<file path="src/rtl/arbitro_somador_subtrator_pkg.sv">
// Shared definitions for the adder/subtractor arbiter and its datapath.
//   DATA_W  : operand width of the shared datapath
//   RES_W   : datapath result width (operand width plus status bit)
//   estado_t: controller states IDLE / EXEC / RESP (2-bit encoding)
//   OP_SOMA / OP_SUB: op select values (add / subtract)
package arbitro_somador_subtrator_pkg;

    localparam int DATA_W = 8;
    localparam int RES_W  = DATA_W + 1;

    typedef enum logic [1:0] {
        ST_IDLE = 2'd0,
        ST_EXEC = 2'd1,
        ST_RESP = 2'd2
    } estado_t;

    localparam logic OP_SOMA = 1'b0;
    localparam logic OP_SUB  = 1'b1;

endpackage

</file>
<file path="src/rtl/modulo_somador_subtrator.sv">
// Shared 8-bit adder/subtractor datapath (purely combinational).
// Ports:
//   a, b      : operands
//   op        : 0 = add, 1 = subtract
//   resultado : low DATA_W bits = result mod 2^DATA_W; top bit = status
//               add: carry XOR sum MSB; subtract: 1 iff a >= b (unsigned)
module modulo_somador_subtrator
    import arbitro_somador_subtrator_pkg::*;
(
    input  logic [DATA_W-1:0] a,
    input  logic [DATA_W-1:0] b,
    input  logic              op,
    output logic [RES_W-1:0]  resultado
);

    logic [DATA_W:0] soma;
    logic [DATA_W:0] dif;

    always_comb begin
        soma      = {1'b0, a} + {1'b0, b};
        dif       = {1'b0, a} - {1'b0, b};
        resultado = '0;
        case (op)
            OP_SOMA: resultado = {soma[DATA_W] ^ soma[DATA_W-1], soma[DATA_W-1:0]};
            // The extended difference borrows into its top bit when a < b.
            OP_SUB:  resultado = {~dif[DATA_W], dif[DATA_W-1:0]};
            default: resultado = '0;
        endcase
    end

endmodule

</file>
<file path="src/rtl/arbitro_somador_subtrator.sv">
// Round-robin arbiter sharing one adder/subtractor between two requesters.
// Ports:
//   clk, rst                       : clock, synchronous active-high reset
//   reqN_valid/ready/a/b/op (N=0,1): request channels (valid/ready)
//   resp_valid/ready/id/resultado  : response channel, held until accepted
//   busy                           : controller not in IDLE
//   cont_ops                       : completed responses, wraps at 2^CNT_W
module arbitro_somador_subtrator
    import arbitro_somador_subtrator_pkg::*;
#(
    parameter int DATA_W = 8,
    parameter int CNT_W  = 16
) (
    input  logic              clk,
    input  logic              rst,
    input  logic              req0_valid,
    output logic              req0_ready,
    input  logic [DATA_W-1:0] req0_a,
    input  logic [DATA_W-1:0] req0_b,
    input  logic              req0_op,
    input  logic              req1_valid,
    output logic              req1_ready,
    input  logic [DATA_W-1:0] req1_a,
    input  logic [DATA_W-1:0] req1_b,
    input  logic              req1_op,
    output logic              resp_valid,
    input  logic              resp_ready,
    output logic              resp_id,
    output logic [DATA_W:0]   resp_resultado,
    output logic              busy,
    output logic [CNT_W-1:0]  cont_ops
);

    estado_t           estado;
    estado_t           prox_estado;
    logic              ptr;
    logic [DATA_W-1:0] a_reg;
    logic [DATA_W-1:0] b_reg;
    logic              op_reg;
    logic              id_reg;
    logic              tem_pedido;
    logic              id_conc;
    logic              aceita;
    logic [DATA_W:0]   resultado_dp;

    // Grant selection: a lone requester wins outright, the pointer breaks ties.
    always_comb begin
        tem_pedido = req0_valid | req1_valid;
        id_conc    = (req0_valid && req1_valid) ? ptr : req1_valid;
    end

    // State register
    always_ff @(posedge clk) begin
        if (rst) begin
            estado <= ST_IDLE;
        end else begin
            estado <= prox_estado;
        end
    end

    // Next-state logic
    always_comb begin
        prox_estado = estado;
        case (estado)
            ST_IDLE: if (tem_pedido) prox_estado = ST_EXEC;
            ST_EXEC: prox_estado = ST_RESP;
            ST_RESP: if (resp_ready) prox_estado = ST_IDLE;
            default: prox_estado = ST_IDLE;
        endcase
    end

    // Output logic. Ready is withheld while rst is high so a requester never
    // sees an acceptance that the reset edge is about to discard.
    always_comb begin
        aceita     = (estado == ST_IDLE) && tem_pedido && !rst;
        req0_ready = aceita && !id_conc;
        req1_ready = aceita && id_conc;
        busy       = (estado != ST_IDLE);
    end

    // Operand capture, response registers, pointer and completion counter
    always_ff @(posedge clk) begin
        if (rst) begin
            ptr            <= 1'b0;
            a_reg          <= '0;
            b_reg          <= '0;
            op_reg         <= 1'b0;
            id_reg         <= 1'b0;
            resp_valid     <= 1'b0;
            resp_id        <= 1'b0;
            resp_resultado <= '0;
            cont_ops       <= '0;
        end else begin
            case (estado)
                ST_IDLE: begin
                    if (tem_pedido) begin
                        a_reg  <= id_conc ? req1_a  : req0_a;
                        b_reg  <= id_conc ? req1_b  : req0_b;
                        op_reg <= id_conc ? req1_op : req0_op;
                        id_reg <= id_conc;
                        ptr    <= ~id_conc;
                    end
                end
                ST_EXEC: begin
                    resp_resultado <= resultado_dp;
                    resp_id        <= id_reg;
                    resp_valid     <= 1'b1;
                end
                ST_RESP: begin
                    if (resp_ready) begin
                        resp_valid <= 1'b0;
                        cont_ops   <= cont_ops + 1'b1;
                    end
                end
                default: ;
            endcase
        end
    end

    modulo_somador_subtrator u_datapath (
        .a         (a_reg),
        .b         (b_reg),
        .op        (op_reg),
        .resultado (resultado_dp)
    );

endmodule
</file>
<file path="config.mk">
export PLATFORM = sky130hd
export DESIGN_NAME = arbitro_somador_subtrator
export DESIGN_NICKNAME = d
export VERILOG_FILES = /design/src/rtl/arbitro_somador_subtrator_pkg.sv /design/src/rtl/modulo_somador_subtrator.sv /design/src/rtl/arbitro_somador_subtrator.sv
export SDC_FILE = /design/constraint.sdc
export NUM_CORES = 1
export LEC_CHECK = 0
export BUFFER_PORTS_ARGS = -buffer_cell sky130_fd_sc_hd__buf_4
export CAP_MARGIN = 0
export CORE_MARGIN = 5
export CORE_UTILIZATION = 40
export CTS_BUF_LIST = sky130_fd_sc_hd__clkbuf_8 sky130_fd_sc_hd__clkbuf_16
export DETAILED_ROUTE_END_ITERATION = 6
export HOLD_SLACK_MARGIN = 0.05
export PLACE_DENSITY = 0.62
export SKIP_CTS_REPAIR_TIMING = 1
export SLEW_MARGIN = 5
export SYNTH_ARGS = -nofsm -noshare
export SYNTH_HDL_FRONTEND = slang
export SYNTH_SLANG_ARGS = --single-unit
</file>
<file path="constraint.sdc">
create_clock -name clk -period 5 [get_ports clk]
set_input_delay 1 -clock clk [delete_from_list [all_inputs] [get_ports clk]]
set_output_delay 1 -clock clk [all_outputs]
set_load 0.05 [all_outputs]
</file>
Word-level counts from Yosys, hierarchy flattened
Cells that the tools add are included.
- bits in registers: 48
- latch bits: 0
- RAM bits: 0
- bits in read-only memories: 0
- input bits: 39
- word-level logic and storage cells: 46
- memories kept: 0
- add/subtract/negate cells: 3
- multiply operators: 0
- divide/modulo/power cells: 0
- $lt $le $gt $ge: 0
- equal/unequal tests: 4
- shift operators: 0
- muxes and demuxes: 10
- bitwise logic cells: 5
- reductions and logical operators: 14
- operators with widths (operator ; count):
    9-bit one-hot mux with 2 select lines ; 1
    16-bit by 1-bit adder with 16-bit output (second input constant) ; 1
    8-bit 2-to-1 mux ; 2
    8-bit by 8-bit adder with 9-bit output ; 1
    8-bit by 8-bit subtractor with 9-bit output ; 1
    2-bit AND reduction ; 4
    2-bit one-hot mux with 3 select lines ; 1
    1-bit logical AND ; 5
    2-bit 2-to-1 mux ; 2
    2-bit inequality test (second input constant) ; 2
    2-bit nonzero test ; 2
    1-bit 2-to-1 mux ; 3
    1-bit NOT ; 3
    2-bit by 1-bit equality test with 1-bit output (second input constant) ; 1
    2-bit equality test (second input constant) ; 1
    1-bit zero test ; 2
    2-bit zero test ; 1
    1-bit one-hot mux with 2 select lines ; 1
    1-bit OR ; 1
    1-bit bitwise XOR ; 1

Longest topological paths before layout
Gate-level depths: netlist of the first run.
- word-level depth: 4
- depth in mapped cells: 9
- mapped depth without buffers: 9

By module
Synthesis of the first run repeated with hierarchy kept, for this count alone.
- cell total of the unflattened synthesis: 315
- area total of the unflattened synthesis: 2667.6 um2
- by module, submodules not included (module ; instances ; cells each ; area an instance (um2) ; seq. area each (um2)):
    arbitro_somador_subtrator ; 1 ; 211 ; 1909.3 ; 960.9
    modulo_somador_subtrator ; 1 ; 104 ; 758.2 ; 0.0

Least setup slack after synthesis of the first run
OpenSTA, ideal clock, no wires.
- path kind: in2out
- start point: input port req0_valid
- end point: output port req1_ready
- arrival time: 1931 ps
- required time: 4000 ps
- setup slack: 2069 ps
- stages on the path: 5
- buffers on the path: 2
- cell sequence: nand2b_1 -> and3_1 -> clkbuf_1 -> and2_0 -> buf_2
- word-level cells in the longest chain between the ends: 4
- RTL lines (element ; line ; text):
    start, declared ; arbitro_somador_subtrator.sv:16 ; input logic req0_valid,
    1-bit OR ; arbitro_somador_subtrator.sv:48 ; tem_pedido = req0_valid | req1_valid;
    1-bit logical AND (2 in a row) ; arbitro_somador_subtrator.sv:75 ; aceita = (estado == ST_IDLE) && tem_pedido && !rst;
    1-bit logical AND * ; arbitro_somador_subtrator.sv:77 ; req1_ready = aceita && id_conc;
    end, declared ; arbitro_somador_subtrator.sv:22 ; output logic req1_ready,
Mark *: on every way between the ends. The rest lies on a longest branch, timed or not.

Worst setup path in the final report of the first run
- start point: input port rst
- end point: output port req1_ready
- word-level cells in the longest chain between the ends: 3
- RTL lines (element ; line ; text):
    start, declared ; arbitro_somador_subtrator.sv:15 ; input logic rst,
    1-bit zero test ; arbitro_somador_subtrator.sv:75 ;
    1-bit logical AND ; arbitro_somador_subtrator.sv:75 ;
    1-bit logical AND ; arbitro_somador_subtrator.sv:77 ;
No other way between the ends.

==> results of run 1 <==
==> worst max-delay path, cell delays in order <==
cell	delay (ns)
buf_4	0.30
clkinv_1	0.37
and2_0	0.48
buf_4	0.32
==> cell families after synthesis <==
kind of cell | after synthesis | synth area share
xor gates and xnor gates | 12 | 0.0398
DFF | 48 | 0.364
muxes | 4 | 0.0161
adders and majority gates | 19 | 0.0957
AOI/OAI and AO/OA | 70 | 0.204
and+or+nand+nor | 104 | 0.213
buffers and inverters | 44 | 0.0673
==> final cells by class <==
cell class | instances | area share
Clock buffer | 6 | 0.0252
Clock inverter | 1 | 0.00267
Inverter | 29 | 0.0332
Multi-Input combinational cell | 209 | 0.458
Sequential cell | 48 | 0.293
Tap cell | 77 | 0.0294
Timing Repair Buffer | 69 | 0.158
==> cell usage after synthesis, types with 5 or more instances <==
| library cell | number | area (um^2) |
|---|---|---|
| dfxtp_1 | 48 | 961 |
| inv_1 | 28 | 105 |
| nor2_1 | 27 | 101 |
| a222oi_1 | 17 | 170 |
| ha_1 | 17 | 213 |
| nand2_1 | 15 | 56.3 |
| nand3_1 | 14 | 70.1 |
| a21oi_1 | 13 | 65.1 |
| clkbuf_1 | 10 | 37.5 |
| xor2_1 | 8 | 70.1 |
| a21o_1 | 6 | 45.0 |
| nand4_1 | 6 | 37.5 |
| nor2b_1 | 6 | 37.5 |
| nor3_1 | 6 | 30.0 |
| o21ai_0 | 6 | 30.0 |
| nand2b_1 | 5 | 31.3 |
==> routing by layer <==
metal | GRT usage | wire (um) | up-vias
li1 | - | - | 1220
met1 | 0.229 | 3350 | 1104
met2 | 0.222 | 2710 | 74
met3 | 0.0479 | 459 | 4
met4 | 0.0379 | 52 | 0
met5 | 0 | 0 | -
==> power groups by stage <==
stage	clock, mW	sequential (mW)	combinational, mW
2_1_floorplan	0	0.468	0.161
5_1_grt	0.265	0.442	0.294
3_3_place_gp	0	0.445	0.266
4_1_cts	0.248	0.437	0.267
6_report	0.238	0.437	0.267
3_5_place_dp	0	0.445	0.266
==> metrics by stage <==
stage | instances | power (mW)
after global placement | 432 | 0.711
after CTS | 439 | 0.952
after detailed placement | 432 | 0.711
final | 439 | 0.942
after global routing | 439 | 1.00
after floorplan | 301 | 0.629
==> layout by cell type (no fill, tap or decap), types with 5 or more instances in the layout <==
cell type  instances
buf_4             69
a21o_1             6
dfxtp_1           48
nand2b_1           5
nor3_1             6
nand4_1            6
xor2_1             8
inv_1             28
o21ai_0            6
nor2b_1            6
ha_1              17
a222oi_1          17
nand2_1           15
nor2_1            27
nand3_1           14
clkbuf_8           6
a21oi_1           13
==> worst max-delay path by stage <==
stage	cells after the start	end	start
global placement	4	req1_ready	rst
global route	4	req1_ready	rst
detailed placement	4	req0_ready	rst
finish	4	req1_ready	rst
CTS	4	req0_ready	rst
floorplan	5	req1_ready	req0_valid
==> results.toml, run 1 <==
[sta]
drv_slew = 0
max_freq_ghz = 0.286
setup_violations = 0
fin_crit_ns = 3.50
hold_violations = 0
slew_headroom = 0.551
worstMarginPinSlew_ns = 0.674
worst_slack_ns = 1.50
fin_skew_ns = 0.00440
fin_crit_sh = 0.699
hold-worst-slack_ns = 0.453
fin_tns_setup_ns = 0
rsz0062_at_grt = "no"

[clock_tree]
clk_latency_ns = 0.30
clk_pin_slew_ns = 0.08
htreeDepth = 2
ctsRootBufferMaster = "clkbuf_8"
cts_buffers = 5
cts_tree = "built"
clockBufferDepth = 2
clock-sinks = 48

[pwr]
vdd_drop_max_mv = 0.134
powerDensity_nw_per_um2 = 287
power_frac_comb = 0.284
p_int_mw = 0.630
pwr-share-seq = 0.464
netSwitchingPower_mw = 0.312
p_sw_frac = 0.331
p_leak_nw = 1.50
power.share.clock = 0.253

[floorplanning]
initial_core_util = 0.413
io_pins = 69
fp.dieW_um = 91.2
die_h_um = 91.2
num_rows = 29
die-area_um2 = 8320
core_um2 = 6390

[hold_path]
hold_path_class = "register to register"
min_to = "resp_resultado[2]"
min_from = "resp_resultado[2]"
holdPathStages = 2

[critical_path]
r2r_start = "b_reg[4]"
r2r_end = "resp_resultado[8]"
end_kind = "output pin"
crit_path_start_kind = "input pin"
worstRegToRegCells = 7
ff2ff_setup_slack_ns = 2.60
crit_arrival_ns = 2.50
crit_type = "input pin to output pin"
path_max_fanout = 33
cp.required_ns = 4.00

[finish]
design_area_um2 = 3280
syn_to_final_growth_pct = 24.1
register_area_um2 = 961
fin_nets = 420
n_antenna_cell = 0
final_util = 0.513
multi_input_area_um2 = 1500
top_regs = "cont_ops (16), resp_resultado (9)"
largest-register = "cont_ops"
largest_register_ffs = 16
drive_above_1_share = 0.232
fill_cells = 633

[grt]
antenna_found_initial = 0
gr-total-overflow = 0
grt_max_degree = 34
track_usage = 0.156
grt_pass1_vias = 2211
grt_pass1_wl_mm = 10.9

[logic_synthesis]
seq_area_frac_synth = 0.364
yosys_warnings = 0
syn_inst = 301
async_reset_ff_frac = 0
syn_area_per_cell_um2 = 8.77
synth.ff_latch_count = 48
synth_nets = 359
ys_types = 52
synth_edf_count = 0
ys.flop_type = "dfxtp_1"
synth_area_um2 = 2640

[route]
routedWlPerCell_um = 15.0
wirelength_mm = 6.57
final_antenna_net_count = 0
via_per_inst = 5.47
drt-initial-drc-count = 216
dr.pass1.iters = 5
drcViolationCount = 0
vias = 2402

[placement]
place_ws_ns = 1.50
io_buffers = 68
place_congestion = 0.926
dp_hpwl_mm = 5.06
dpl-instance-area_um2 = 3190

[run_status]
status = "finished clean"

[flow_run]
cap_violations = 0
Note: power is estimated with default switching activity, not from simulation.
==> inputs of run 2 (changes only) <==
--- a/config.mk
+++ b/config.mk
@@ -12,7 +12,7 @@
 export CTS_BUF_LIST = sky130_fd_sc_hd__clkbuf_8 sky130_fd_sc_hd__clkbuf_16
 export DETAILED_ROUTE_END_ITERATION = 6
 export HOLD_SLACK_MARGIN = 0.05
-export PLACE_DENSITY = 0.62
+export PLACE_DENSITY = 0.65
 export SKIP_CTS_REPAIR_TIMING = 1
 export SLEW_MARGIN = 5
 export SYNTH_ARGS = -nofsm -noshare
==> constraint.sdc (replaced) <==
create_clock -name clk -period 3.21 [get_ports clk]
set_input_delay 0.642 -clock clk [delete_from_list [all_inputs] [get_ports clk]]
set_output_delay 0.642 -clock clk [all_outputs]
set_load 0.05 [all_outputs]
==> run 2 against run 1 <==
Compared with the run above: sequential share of layout area decreased by 0.18 points; final cell count grew 0.68%; clock skew increased by 0.0026 ns; power up 58%; worst hold slack improved by 0.0078 ns; largest cell class unchanged; largest power group unchanged.
==> results.toml, run 2 (synthesis results as in run 1) <==
[finish]
drive_above_1_share = 0.238
largest_register_ffs = 16
layout_commonest_cell = "buf_4"
final_cells = 442
final_util = 0.516
syn_to_final_growth_pct = 24.9
fin_nets = 422
largest-register = "cont_ops"
top_regs = "cont_ops (16), resp_resultado (9)"
n_antenna_cell = 0
final_cell_mix = "71 x buf_4, 48 x dfxtp_1, 28 x inv_1"

[run_status]
status = "finished clean"

[sta]
hold_violations = 0
hold-worst-slack_ns = 0.460
max_freq_ghz = 0.404
fin_crit_sh = 0.770
rsz0062_at_grt = "no"
setup_violations = 0
fin_skew_ns = 0.00700
fin_tns_setup_ns = 0
fin_crit_ns = 2.47
worstMarginPinSlew_ns = 0.702
slew_headroom = 0.532
worst_slack_ns = 0.738
drv_slew = 0

[floorplanning]
core_um2 = 6390
die_h_um = 91.2
initial_core_util = 0.413
die-area_um2 = 8320
fp.dieW_um = 91.2
num_rows = 29
io_pins = 69

[clock_tree]
clk_latency_ns = 0.30
cts_buffers = 5
cts_tree = "built"
clockBufferDepth = 2
clk_pin_slew_ns = 0.09
htreeDepth = 2
clock-sinks = 48
ctsRootBufferMaster = "clkbuf_8"

[grt]
grt_pass1_vias = 2319
antenna_found_initial = 0
track_usage = 0.157
grt_max_degree = 34
grt_pass1_wl_mm = 11.0
gr-total-overflow = 0

[pwr]
powerDensity_nw_per_um2 = 453
p_leak_nw = 1.52
vdd_drop_max_mv = 0.235

[route]
wirelength_mm = 6.60
via_per_inst = 5.58
final_antenna_net_count = 0
routedWlPerCell_um = 14.9
drt-initial-drc-count = 243
drcViolationCount = 0
dr.pass1.iters = 6
vias = 2468

[hold_path]
hold_path_class = "register to register"
min_to = "resp_resultado[2]"
holdPathStages = 2
min_from = "resp_resultado[2]"

[critical_path]
crit_path_start_kind = "register"
worstRegToRegCells = 7
crit_arrival_ns = 1.83
crit_type = "register to output pin"
crit_family = "simple AND/OR/NAND/NOR gates"
path_cells = "nor2_1 -> and3_1 -> and2_0 -> buf_4"
cp_num_buf_inv = 1
r2r_end = "resp_resultado[8]"
ff2ff_setup_slack_ns = 0.85
end_kind = "output pin"
critPathMaxStageDelay_ns = 0.39
slowest_stage = "and3_1"
path_max_fanout = 6
cp.required_ns = 2.57
r2r_start = "b_reg[4]"

[placement]
io_buffers = 68
place_congestion = 0.901
dp_hpwl_mm = 5.07
place_ws_ns = 0.773
dpl.cell_count = 434

[flow_run]
cap_violations = 0
## run 2: cell types whose count changed in the layout (fill, tap and decap cells not counted)
cell,change
buf_4,+2
clkinv_2,+1
clkinv_4,-1
inv_6,+1
## run 2: worst min-delay path: cells and delay by family (launching register included)
kind	cells	cell delay (ns)
compound gates	1	0.05
flops	1	0.32
simple gates	1	0.05
## run 2: area by class of cell
class	instances	area [um^2]
fill	613	3090
multi-input combinational	209	1500
sequential	48	961
timing repair buffer	71	533
inverter	29	109
tap	77	96.3
clock buffer	6	82.6
clock inverter	2	13.8
## run 2: power by group
group	leakage, nW	switching (mW)	internal (mW)
sequential	0.392	0.0420	0.638
clock	0.0516	0.217	0.177
combinational	1.07	0.245	0.174
total	1.52	0.504	0.989
## run 2: metal layers
metal	global-route usage	wire length (um)
met3	0.0455	479
met2	0.236	2820
met5	0	0
met1	0.224	3250
met4	0.0367	54
## run 2: stage by stage
| stage | total power, mW | area, um^2 |
|---|---|---|
| 2_1_floorplan | 0.980 | 2640 |
| 3_3_place_gp | 1.11 | 3200 |
| 3_5_place_dp | 1.11 | 3200 |
| 4_1_cts | 1.49 | 3300 |
| 5_1_grt | 1.57 | 3300 |
| 6_report | 1.49 | 3300 |
## run 2: worst max-delay path by stage
stage,from,endpoint,slack (ns),depth (start not counted)
floorplan,req0_valid,req1_ready,1.0,5
global placement,rst,req0_ready,0.80,4
detailed placement,rst,req0_ready,0.77,4
CTS,estado[0],req0_ready,0.75,4
global route,rst,req1_ready,0.66,4
finish,estado[0],req0_ready,0.74,4
